==> src/rtl/rvfpm_result_rob_if.sv <==
// Handshake channels of the FPU result reorder buffer: allocate, writeback,
// commit/kill and the in-order result stream.
interface rvfpm_result_rob_if #(
  parameter int FLEN       = 32,
  parameter int X_ID_WIDTH = 4,
  parameter int FFLAGS_W   = 5
);
  logic                  alloc_valid;
  logic                  alloc_ready;
  logic [X_ID_WIDTH-1:0] alloc_id;
  logic [4:0]            alloc_rd;
  logic                  alloc_we;

  logic                  wb_valid;
  logic [X_ID_WIDTH-1:0] wb_id;
  logic [FLEN-1:0]       wb_data;
  logic [FFLAGS_W-1:0]   wb_fflags;

  logic                  commit_valid;
  logic [X_ID_WIDTH-1:0] commit_id;
  logic                  commit_kill;

  logic                  result_valid;
  logic                  result_ready;
  logic [X_ID_WIDTH-1:0] result_id;
  logic [FLEN-1:0]       result_data;
  logic [4:0]            result_rd;
  logic                  result_we;
  logic [FFLAGS_W-1:0]   result_fflags;

  modport master (
    output alloc_valid, alloc_id, alloc_rd, alloc_we,
    output wb_valid, wb_id, wb_data, wb_fflags,
    output commit_valid, commit_id, commit_kill,
    output result_ready,
    input  alloc_ready,
    input  result_valid, result_id, result_data, result_rd, result_we, result_fflags
  );

  modport slave (
    input  alloc_valid, alloc_id, alloc_rd, alloc_we,
    input  wb_valid, wb_id, wb_data, wb_fflags,
    input  commit_valid, commit_id, commit_kill,
    input  result_ready,
    output alloc_ready,
    output result_valid, result_id, result_data, result_rd, result_we, result_fflags
  );
endinterface

==> src/rtl/rvfpm_result_rob.sv <==
// In-order result reorder buffer: allocates per offloaded instruction, captures
// out-of-order writebacks by ID, and retires committed results in issue order.
//
// head action | meaning
// H_IDLE      | head entry FREE, buffer empty
// H_STALL     | head waiting for writeback or commit
// H_EMIT      | head done and committed, offered on the result channel
// H_DROP      | head done and killed, freed silently this cycle
module rvfpm_result_rob #(
  parameter int DEPTH      = 8,
  parameter int FLEN       = 32,
  parameter int X_ID_WIDTH = 4,
  parameter int FFLAGS_W   = 5
) (
  input  logic                   ck,
  input  logic                   rst,
  input  logic                   flush,
  rvfpm_result_rob_if.slave      bus,
  output logic [$clog2(DEPTH):0] count,
  output logic                   proto_err
);
  localparam int PTR_W = $clog2(DEPTH);
  localparam int CNT_W = PTR_W + 1;

  typedef enum logic [1:0] {FREE, PEND, DONE} est_t;
  typedef enum logic [1:0] {H_IDLE, H_STALL, H_EMIT, H_DROP} hact_t;

  est_t                  e_state [DEPTH];
  logic [DEPTH-1:0]      e_com;
  logic [DEPTH-1:0]      e_kill;
  logic [DEPTH-1:0]      e_we;
  logic [X_ID_WIDTH-1:0] e_id    [DEPTH];
  logic [4:0]            e_rd    [DEPTH];
  logic [FLEN-1:0]       e_data  [DEPTH];
  logic [FFLAGS_W-1:0]   e_ff    [DEPTH];

  logic [PTR_W-1:0] head, tail;
  hact_t            hact;

  logic             alloc_fire, retire;
  logic             wb_hit, cm_hit, dup_hit;
  logic [PTR_W-1:0] wb_idx, cm_idx;
  logic             wb_new, cm_new;
  logic             wb_err, cm_err, dup_err;

  assign bus.alloc_ready = (count != CNT_W'(DEPTH));
  assign alloc_fire      = bus.alloc_valid && bus.alloc_ready;

  // CAM lookups scan from head so the oldest matching entry wins.
  always_comb begin
    wb_hit  = 1'b0;
    wb_idx  = '0;
    cm_hit  = 1'b0;
    cm_idx  = '0;
    dup_hit = 1'b0;
    for (int i = 0; i < DEPTH; i++) begin
      if (!wb_hit && e_state[head + PTR_W'(i)] != FREE &&
          e_id[head + PTR_W'(i)] == bus.wb_id) begin
        wb_hit = 1'b1;
        wb_idx = head + PTR_W'(i);
      end
      if (!cm_hit && e_state[head + PTR_W'(i)] != FREE &&
          e_id[head + PTR_W'(i)] == bus.commit_id) begin
        cm_hit = 1'b1;
        cm_idx = head + PTR_W'(i);
      end
      if (e_state[head + PTR_W'(i)] != FREE && e_id[head + PTR_W'(i)] == bus.alloc_id)
        dup_hit = 1'b1;
    end
  end

  assign wb_new  = bus.wb_valid && alloc_fire && !wb_hit && (bus.wb_id == bus.alloc_id);
  assign cm_new  = bus.commit_valid && alloc_fire && !cm_hit && (bus.commit_id == bus.alloc_id);
  assign wb_err  = bus.wb_valid && (wb_hit ? (e_state[wb_idx] == DONE) : !wb_new);
  assign cm_err  = bus.commit_valid && !cm_hit && !cm_new;
  assign dup_err = alloc_fire && dup_hit;

  always_comb begin
    hact = H_IDLE;
    if (e_state[head] == DONE && e_com[head] && e_kill[head])
      hact = H_DROP;
    else if (e_state[head] == DONE && e_com[head])
      hact = H_EMIT;
    else if (e_state[head] != FREE)
      hact = H_STALL;
  end

  assign retire = (hact == H_DROP) || (hact == H_EMIT && bus.result_ready);

  always_comb begin
    bus.result_valid  = 1'b0;
    bus.result_id     = '0;
    bus.result_data   = '0;
    bus.result_rd     = '0;
    bus.result_we     = 1'b0;
    bus.result_fflags = '0;
    if (hact == H_EMIT) begin
      bus.result_valid  = 1'b1;
      bus.result_id     = e_id[head];
      bus.result_data   = e_data[head];
      bus.result_rd     = e_rd[head];
      bus.result_we     = e_we[head];
      bus.result_fflags = e_ff[head];
    end
  end

  always_ff @(posedge ck or negedge rst) begin
    if (!rst) begin
      head      <= '0;
      tail      <= '0;
      count     <= '0;
      proto_err <= 1'b0;
      e_com     <= '0;
      e_kill    <= '0;
      e_we      <= '0;
      for (int i = 0; i < DEPTH; i++) begin
        e_state[i] <= FREE;
        e_id[i]    <= '0;
        e_rd[i]    <= '0;
        e_data[i]  <= '0;
        e_ff[i]    <= '0;
      end
    end else if (flush) begin
      head   <= '0;
      tail   <= '0;
      count  <= '0;
      e_com  <= '0;
      e_kill <= '0;
      for (int i = 0; i < DEPTH; i++) e_state[i] <= FREE;
    end else begin
      if (wb_err || cm_err || dup_err) proto_err <= 1'b1;
      if (retire) begin
        e_state[head] <= FREE;
        head          <= head + 1'b1;
      end
      if (bus.wb_valid && wb_hit && e_state[wb_idx] != DONE) begin
        e_state[wb_idx] <= DONE;
        e_data[wb_idx]  <= bus.wb_data;
        e_ff[wb_idx]    <= bus.wb_fflags;
      end
      if (bus.commit_valid && cm_hit) begin
        e_com[cm_idx]  <= 1'b1;
        e_kill[cm_idx] <= bus.commit_kill;
      end
      // The tail slot is FREE whenever alloc fires, so it never collides with the updates above.
      if (alloc_fire) begin
        e_state[tail] <= wb_new ? DONE : PEND;
        e_id[tail]    <= bus.alloc_id;
        e_rd[tail]    <= bus.alloc_rd;
        e_we[tail]    <= bus.alloc_we;
        e_com[tail]   <= cm_new;
        e_kill[tail]  <= cm_new && bus.commit_kill;
        if (wb_new) begin
          e_data[tail] <= bus.wb_data;
          e_ff[tail]   <= bus.wb_fflags;
        end
        tail <= tail + 1'b1;
      end
      count <= count + CNT_W'(alloc_fire) - CNT_W'(retire);
    end
  end
endmodule

==> src/flat_wrapper.sv <==
// flat-port wrapper written by rule: the top's interface ports become plain ports
module rvfpm_result_rob_flat 
#(
  parameter int DEPTH      = 8,
  parameter int FLEN       = 32,
  parameter int X_ID_WIDTH = 4,
  parameter int FFLAGS_W   = 5
)
  (ck, rst, flush, count, proto_err, bus_alloc_valid, bus_alloc_id, bus_alloc_rd, bus_alloc_we, bus_wb_valid, bus_wb_id, bus_wb_data, bus_wb_fflags, bus_commit_valid, bus_commit_id, bus_commit_kill, bus_result_ready, bus_alloc_ready, bus_result_valid, bus_result_id, bus_result_data, bus_result_rd, bus_result_we, bus_result_fflags);
  rvfpm_result_rob_if #(.FLEN(FLEN), .X_ID_WIDTH(X_ID_WIDTH), .FFLAGS_W(FFLAGS_W)) bus_i ();
  input  logic ck;
  input  logic rst;
  input  logic flush;
  output logic [$clog2(DEPTH):0] count;
  output logic proto_err;
  input wire logic [$bits(bus_i.alloc_valid)-1:0] bus_alloc_valid;
  input wire logic [$bits(bus_i.alloc_id)-1:0] bus_alloc_id;
  input wire logic [$bits(bus_i.alloc_rd)-1:0] bus_alloc_rd;
  input wire logic [$bits(bus_i.alloc_we)-1:0] bus_alloc_we;
  input wire logic [$bits(bus_i.wb_valid)-1:0] bus_wb_valid;
  input wire logic [$bits(bus_i.wb_id)-1:0] bus_wb_id;
  input wire logic [$bits(bus_i.wb_data)-1:0] bus_wb_data;
  input wire logic [$bits(bus_i.wb_fflags)-1:0] bus_wb_fflags;
  input wire logic [$bits(bus_i.commit_valid)-1:0] bus_commit_valid;
  input wire logic [$bits(bus_i.commit_id)-1:0] bus_commit_id;
  input wire logic [$bits(bus_i.commit_kill)-1:0] bus_commit_kill;
  input wire logic [$bits(bus_i.result_ready)-1:0] bus_result_ready;
  output wire logic [$bits(bus_i.alloc_ready)-1:0] bus_alloc_ready;
  output wire logic [$bits(bus_i.result_valid)-1:0] bus_result_valid;
  output wire logic [$bits(bus_i.result_id)-1:0] bus_result_id;
  output wire logic [$bits(bus_i.result_data)-1:0] bus_result_data;
  output wire logic [$bits(bus_i.result_rd)-1:0] bus_result_rd;
  output wire logic [$bits(bus_i.result_we)-1:0] bus_result_we;
  output wire logic [$bits(bus_i.result_fflags)-1:0] bus_result_fflags;
  assign bus_i.alloc_valid = bus_alloc_valid;
  assign bus_i.alloc_id = bus_alloc_id;
  assign bus_i.alloc_rd = bus_alloc_rd;
  assign bus_i.alloc_we = bus_alloc_we;
  assign bus_i.wb_valid = bus_wb_valid;
  assign bus_i.wb_id = bus_wb_id;
  assign bus_i.wb_data = bus_wb_data;
  assign bus_i.wb_fflags = bus_wb_fflags;
  assign bus_i.commit_valid = bus_commit_valid;
  assign bus_i.commit_id = bus_commit_id;
  assign bus_i.commit_kill = bus_commit_kill;
  assign bus_i.result_ready = bus_result_ready;
  assign bus_alloc_ready = bus_i.alloc_ready;
  assign bus_result_valid = bus_i.result_valid;
  assign bus_result_id = bus_i.result_id;
  assign bus_result_data = bus_i.result_data;
  assign bus_result_rd = bus_i.result_rd;
  assign bus_result_we = bus_i.result_we;
  assign bus_result_fflags = bus_i.result_fflags;
  rvfpm_result_rob #(.DEPTH(DEPTH), .FLEN(FLEN), .X_ID_WIDTH(X_ID_WIDTH), .FFLAGS_W(FFLAGS_W)) u_core (.ck(ck), .rst(rst), .flush(flush), .bus(bus_i), .count(count), .proto_err(proto_err));
endmodule
==> config.mk <==
export PLATFORM = sky130hd
export DESIGN_NAME = rvfpm_result_rob_flat
export DESIGN_NICKNAME = d
export VERILOG_FILES = /design/src/rtl/rvfpm_result_rob_if.sv /design/src/rtl/rvfpm_result_rob.sv /design/src/flat_wrapper.sv
export SDC_FILE = /design/constraint.sdc
export NUM_CORES = 1
export LEC_CHECK = 0
export ABC_CLOCK_PERIOD_IN_PS = 5580
export BUFFER_PORTS_ARGS = -buffer_cell sky130_fd_sc_hd__buf_4
export CORE_UTILIZATION = 30
export DETAILED_ROUTE_END_ITERATION = 7
export PLACE_DENSITY = 0.43
export RECOVER_POWER = 100
export SLEW_MARGIN = 20
export SYNTH_ARGS = -nofsm -noshare
export SYNTH_HDL_FRONTEND = slang
export SYNTH_SLANG_ARGS = --single-unit
==> constraint.sdc <==
create_clock -name ck -period 5.58 [get_ports ck]
set_clock_uncertainty 0.15 [all_clocks]
set_input_delay 0.279 -clock ck [delete_from_list [all_inputs] [get_ports ck]]
set_output_delay 0.279 -clock ck [all_outputs]
set_load 0.01 [all_outputs]
# Yosys cells after proc, flatten, opt, wreduce, memory -nomap -nowiden
# Index checks and enable logic that the tools add are counted.
# Widths: inputs -> output; s select.
# word_totals
regBits	419
in_bits	63
output_inout_bits	54
# classes
n_addsub	10
order_cmp	18
n_eq_ne	32
muxes	175
bitwise_logic	17
n_reduce_logical	94
# op_table
operator	n
$mux 256	4
$bwmux 256	2
$demux 32 s3	2
$mux 32	5
$mux 40	4
$bwmux 40	3
$eq 4x4->1	26
$bmux 32 s3	1
$bmux 4 s3	8
$mux 16	6
$mux 4	19
$mux 8	8
$logic_and 1x1->1	61
$mux 3	20
$bmux 2 s3	9
$mux 2	24
$ge 4x4->1 const B	10
$mux 5	8
$not 3->4	10
$mux 1	33
$bwmux 32	1
$bwmux 8	4
$bmux 5 s3	2
$demux 5 s3	2
26 further kinds	74

# Longest topological paths before layout
# logic_depth
word_depth	47
ltp_mapped	24

# Worst setup path after synthesis
# No wires, ideal clock.
# synth_path
kind	register to register
start	reg u_core.head[2]
end	reg u_core.e_data[38] (netlist bit)
setup_time_ps	125
arrival_ps	5607
path_slack_ps	-302
path_stages_with_launch	23
path_buffers	9
period_less_slack_ps	5882
path_cell_list	dfrtp_1 -> buf_6 -> buf_6 -> buf_4 -> inv_1 -> clkbuf_1 -> clkbuf_1 -> ha_1 -> clkbuf_1 -> buf_2 -> mux4_2 -> mux2i_2 -> xnor2_1 -> nor3_1 -> nand4_1 -> and3_1 -> nand3_1 -> or4_1 -> buf_4 -> or3_1 -> a21oi_4 -> buf_6 -> mux2_2
# synth_via
elab_chain_len	46
# synth_lines
item	line_no	source
start, declared	rvfpm_result_rob.sv:37	logic [PTR_W-1:0] head, tail;
start signal, assigned	rvfpm_result_rob.sv:134	head <= head + 1'b1;
branches (longest 45 deep; another with $add 3x1->3)	--	
$mux 256 *	rvfpm_result_rob.sv:146	if (alloc_fire) begin
end signal, assigned by index	rvfpm_result_rob.sv:138	e_data[wb_idx] <= bus.wb_data;
end signal, assigned by index	rvfpm_result_rob.sv:154	e_data[tail] <= bus.wb_data;
end, declared	rvfpm_result_rob.sv:34	logic [FLEN-1:0] e_data [DEPTH];
# Every way passes the cells marked *. The select of a mux whose other input is x is not followed.
# A chain may end at the register's enable or synchronous reset.

# Worst setup path in the final report
# layout_path
start	reg u_core.head[1]
end	reg u_core.e_data[67] (netlist bit)
# Same word-level chain as after synthesis.

==> impl_results.md <==
- Run status: finished with violations
- Failing checks: capacitance limit, slew limit
- DR vias/cell: 5.254
- # H-tree levels: 2
- # Post-CTS Setup Buffers: 0
- Residual DRC: 0
- Initial antenna violation count: 2
- Final setup viols: 0
- Cell Chain, Critical Path: inv_1 > ha_1 > buf_4 > mux4_2 > mux2i_2 > xnor2_1 > nor4b_4 > a311oi_1 > nand3_1 > or4_1 > buf_4 > inv_2 > nand3_1 > a21oi_4 > clkbuf_1 > mux2_2
- CTS Root Cell: clkbuf_16
- Number of diodes: 0
- Number of synthesized flops with an enable pin: 0
- Max cap viols: 6
- Net Count, Synth: a little under 2000
- Synth top area cells: dfrtp_1, mux2_2, mux4_2, mux2i_1, xnor2_1
- Ys async rst share: 1.000
- Critical path class: flip-flop to flip-flop
- Area leader, netlist: dfrtp_1
- Worst Setup End Kind: flip-flop
- Vias in the first global route: 17330
- Sequential share of the synthesized area: 0.4395
- P_leak: 11.90 nW
- Gpl congestion: about 0.85
- Chip height: 284.0 µm
- Arrival time worst endpoint: between 5 and 6 ns
- HPWL after DPL: between 40000 and 50000 µm
- PwrDens: between 300 and 400 mW/mm²
- Final Max Tran Viols: roughly 270
- Top Layer Used: met5
- Maximum vdd ir drop: between 0.2 and 0.3 mV
- CP peak stage delay: 0.55 ns
- Clk sinks: about 420
- Crit share post-route: 0.9587
- Die W: 284.0 µm
- Worst EP required: 5.91 ns
- Yosys warnings: 0
- WHS: around 0.036 ns
- Syn Inst Count: ~1900
- CP Launch Type: flip-flop
- Layout area overhead: 17.92%
- Largest net degree at the start of global routing: ~160
- DIE AREA: approximately 0.081 mm²
- Unrepaired setup endpoints after global routing: false
- Critical path's slowest cell: ha_1
- CTS tree: built
- Rel. slew slack: -1.492
- Clock buffer depth: 3
- DR iter-0 viols: ~940
- Post-synth top area share: 0.4395
- Port Buf Inserts: between 100 and 150
- Routed wl met2: around 35000 µm
- Hold WC Path Type: primary input to flip-flop
- Final nets: 2128
- Wire length on met1: 34050 µm
- Total negative slack: 0 ns
- Commonest non-fill, non-tap cells in the layout: dfrtp_1, mux2_2, nand2_1
- First-pass GRT wire length: ~110000 µm
- WL/cell: 23.10 µm
- Synth Flop Type: dfrtp_1
- Crit-path max FO: 15
- Layout cells sized above 1: 0.3407
- Most common cell after layout, fill and taps aside: dfrtp_1
- Yosys reg bits: approximately 420
- Clk Latency, worst-skew pair: 0.61 ns
- I/O pin count: between 100 and 150
- Num CTS Buffers: 50
- GR Overflow Total: 0
- Final ANT Viol Nets: 0
- Minimum clock period: between 5 and 6 ns
- Total Routing Usage GR: 0.1811
- Routed via count: around 16000
- Syn_area_per_cell: between 10 and 15 µm²
- Clock slew at reported path FFs: about 0.050 ns
- Worst-Margin Slew: 3.738 ns
- Routed Wire Length: 72540 µm
- Syn Std Cell Area: between 0.02 and 0.025 mm²
- Unique cell type count in the Yosys netlist: between 80 and 90
- Achievable clock frequency: roughly 190 MHz
- DR pass1 iterations: 5
- Initial Utilization: 0.3024
- Metal3 WL: between 2000 and 3000 µm
- Final Hold Vio Count: 0
- Core area: between 0.07 and 0.08 mm²
- Row count: roughly 100
## worst max-delay path: cells and delay by family (launching register included)
family | cells | cell delay [ns]
multiplexers | 3 | 1.01
flip-flops | 1 | 0.47
XOR/XNOR | 1 | 0.24
buffers and inverters | 5 | 0.99
AND/OR/NAND/NOR | 4 | 0.99
AO/OA/AOI/OAI | 2 | 0.87
adder cells (fa/ha/maj) | 1 | 0.55
## registers in the layout, indices dropped and copies added (netlist names)
name,cells
u_core.count,4
u_core.e_com,8
u_core.e_data,256
u_core.e_ff,40
u_core.e_id,32
u_core.e_kill,8
u_core.e_rd,40
u_core.e_state,16
u_core.e_we,8
u_core.head,3
u_core.proto_err,1
u_core.tail,3
## stage by stage
stage / utilization / total power, W / area [µm²] / std cells / setup WS (ns)
final: 0.3567 / 0.008850 / 28130 / 3140 / 0.2307
after floorplan: - / 0.004798 / 23880 / 1889 / 0.03426
after global routing: 0.3567 / 0.009317 / 28130 / 3140 / 0.03512
after detailed placement: 0.3321 / 0.005408 / 26200 / 3004 / -0.01792
after global placement: 0.3321 / 0.005366 / 26200 / 3004 / 0.05003
after CTS: 0.3606 / 0.009022 / 28440 / 3140 / 0.2114
## timing repair
action                     CTS  global route
hold buffers                46             0
setup endpoints to repair    1            28
hold endpoints to repair   415             0
gates resized for setup      1             3
## synthesized netlist by cell type, types with 6 or more instances
library cell    n
nand2_1       143
clkbuf_1       54
nand2b_1       10
buf_4          26
a22oi_1        14
o22ai_1         8
buf_1          20
dfrtp_1       419
xnor2_1        74
a21oi_1        86
nor3_1         40
buf_2          15
nand3_1        40
mux4_2        120
mux2_1         33
o21ai_0        20
nand4_1        28
nor2b_1        11
a21boi_0        6
and3_1          6
buf_6          13
and2_1         10
xor2_1         35
nor2_1         56
and4_1          7
nand4b_1        6
mux2_2        349
ha_1           12
a221oi_1        7
inv_1          22
mux2i_1        92
## per-layer routing
| metal | up-vias | global-route usage |
|---|---|---|
| li1 | 7362 | - |
| met1 | 8779 | 0.2568 |
| met2 | 290 | 0.2963 |
| met3 | 66 | 0.02291 |
| met4 | 2 | 0.03575 |
| met5 | - | 0 |
## where the power goes
group          leakage, nW  internal [W]  switching [W]
clock                0.862       0.00212        0.00138
combinational         5.29      0.000863       0.000875
sequential            5.75       0.00335       0.000259
total                 11.9       0.00633        0.00252
## final timing paths
path / from / end / slack (ns) / cells past startpoint
setup / recovery: u_core.head[1] / u_core.e_data[67] / 0.23 / 16
hold / removal: flush / u_core.count[3] / 0.04 / 2
setup reg to reg: u_core.head[1] / u_core.e_data[67] / 0.23 / 16
hold reg to reg: u_core.e_data[37] / u_core.e_data[37] / 0.33 / 1
max in group asynchronous: rst / u_core.count[3] / 0.91 / 3
min in group asynchronous: rst / u_core.e_id[28] / 1.43 / 2
## cell families (layout without fill, tap and decap cells)
group,after synthesis,in the layout,share of synthesized area
adder cells (fa/ha/maj),13,13,0.007133
XOR/XNOR,111,111,0.04233
AO/OA/AOI/OAI,208,208,0.06116
AND/OR/NAND/NOR,389,389,0.08182
buffers and inverters,151,352,0.03273
multiplexers,598,598,0.3353
flip-flops,419,419,0.4395
## cell type report
| type | instances | area (µm²) |
|---|---|---|
| clock inverter | 25 | 404.1 |
| clock buffer | 65 | 1378 |
| inverter | 23 | 86.33 |
| multi-input combinational | 1319 | 12590 |
| fill | 7795 | 50740 |
| timing repair buffer | 239 | 1857 |
| tap | 1050 | 1314 |
| sequential | 419 | 10500 |
No activity file was read; power rests on OpenSTA's default activity.
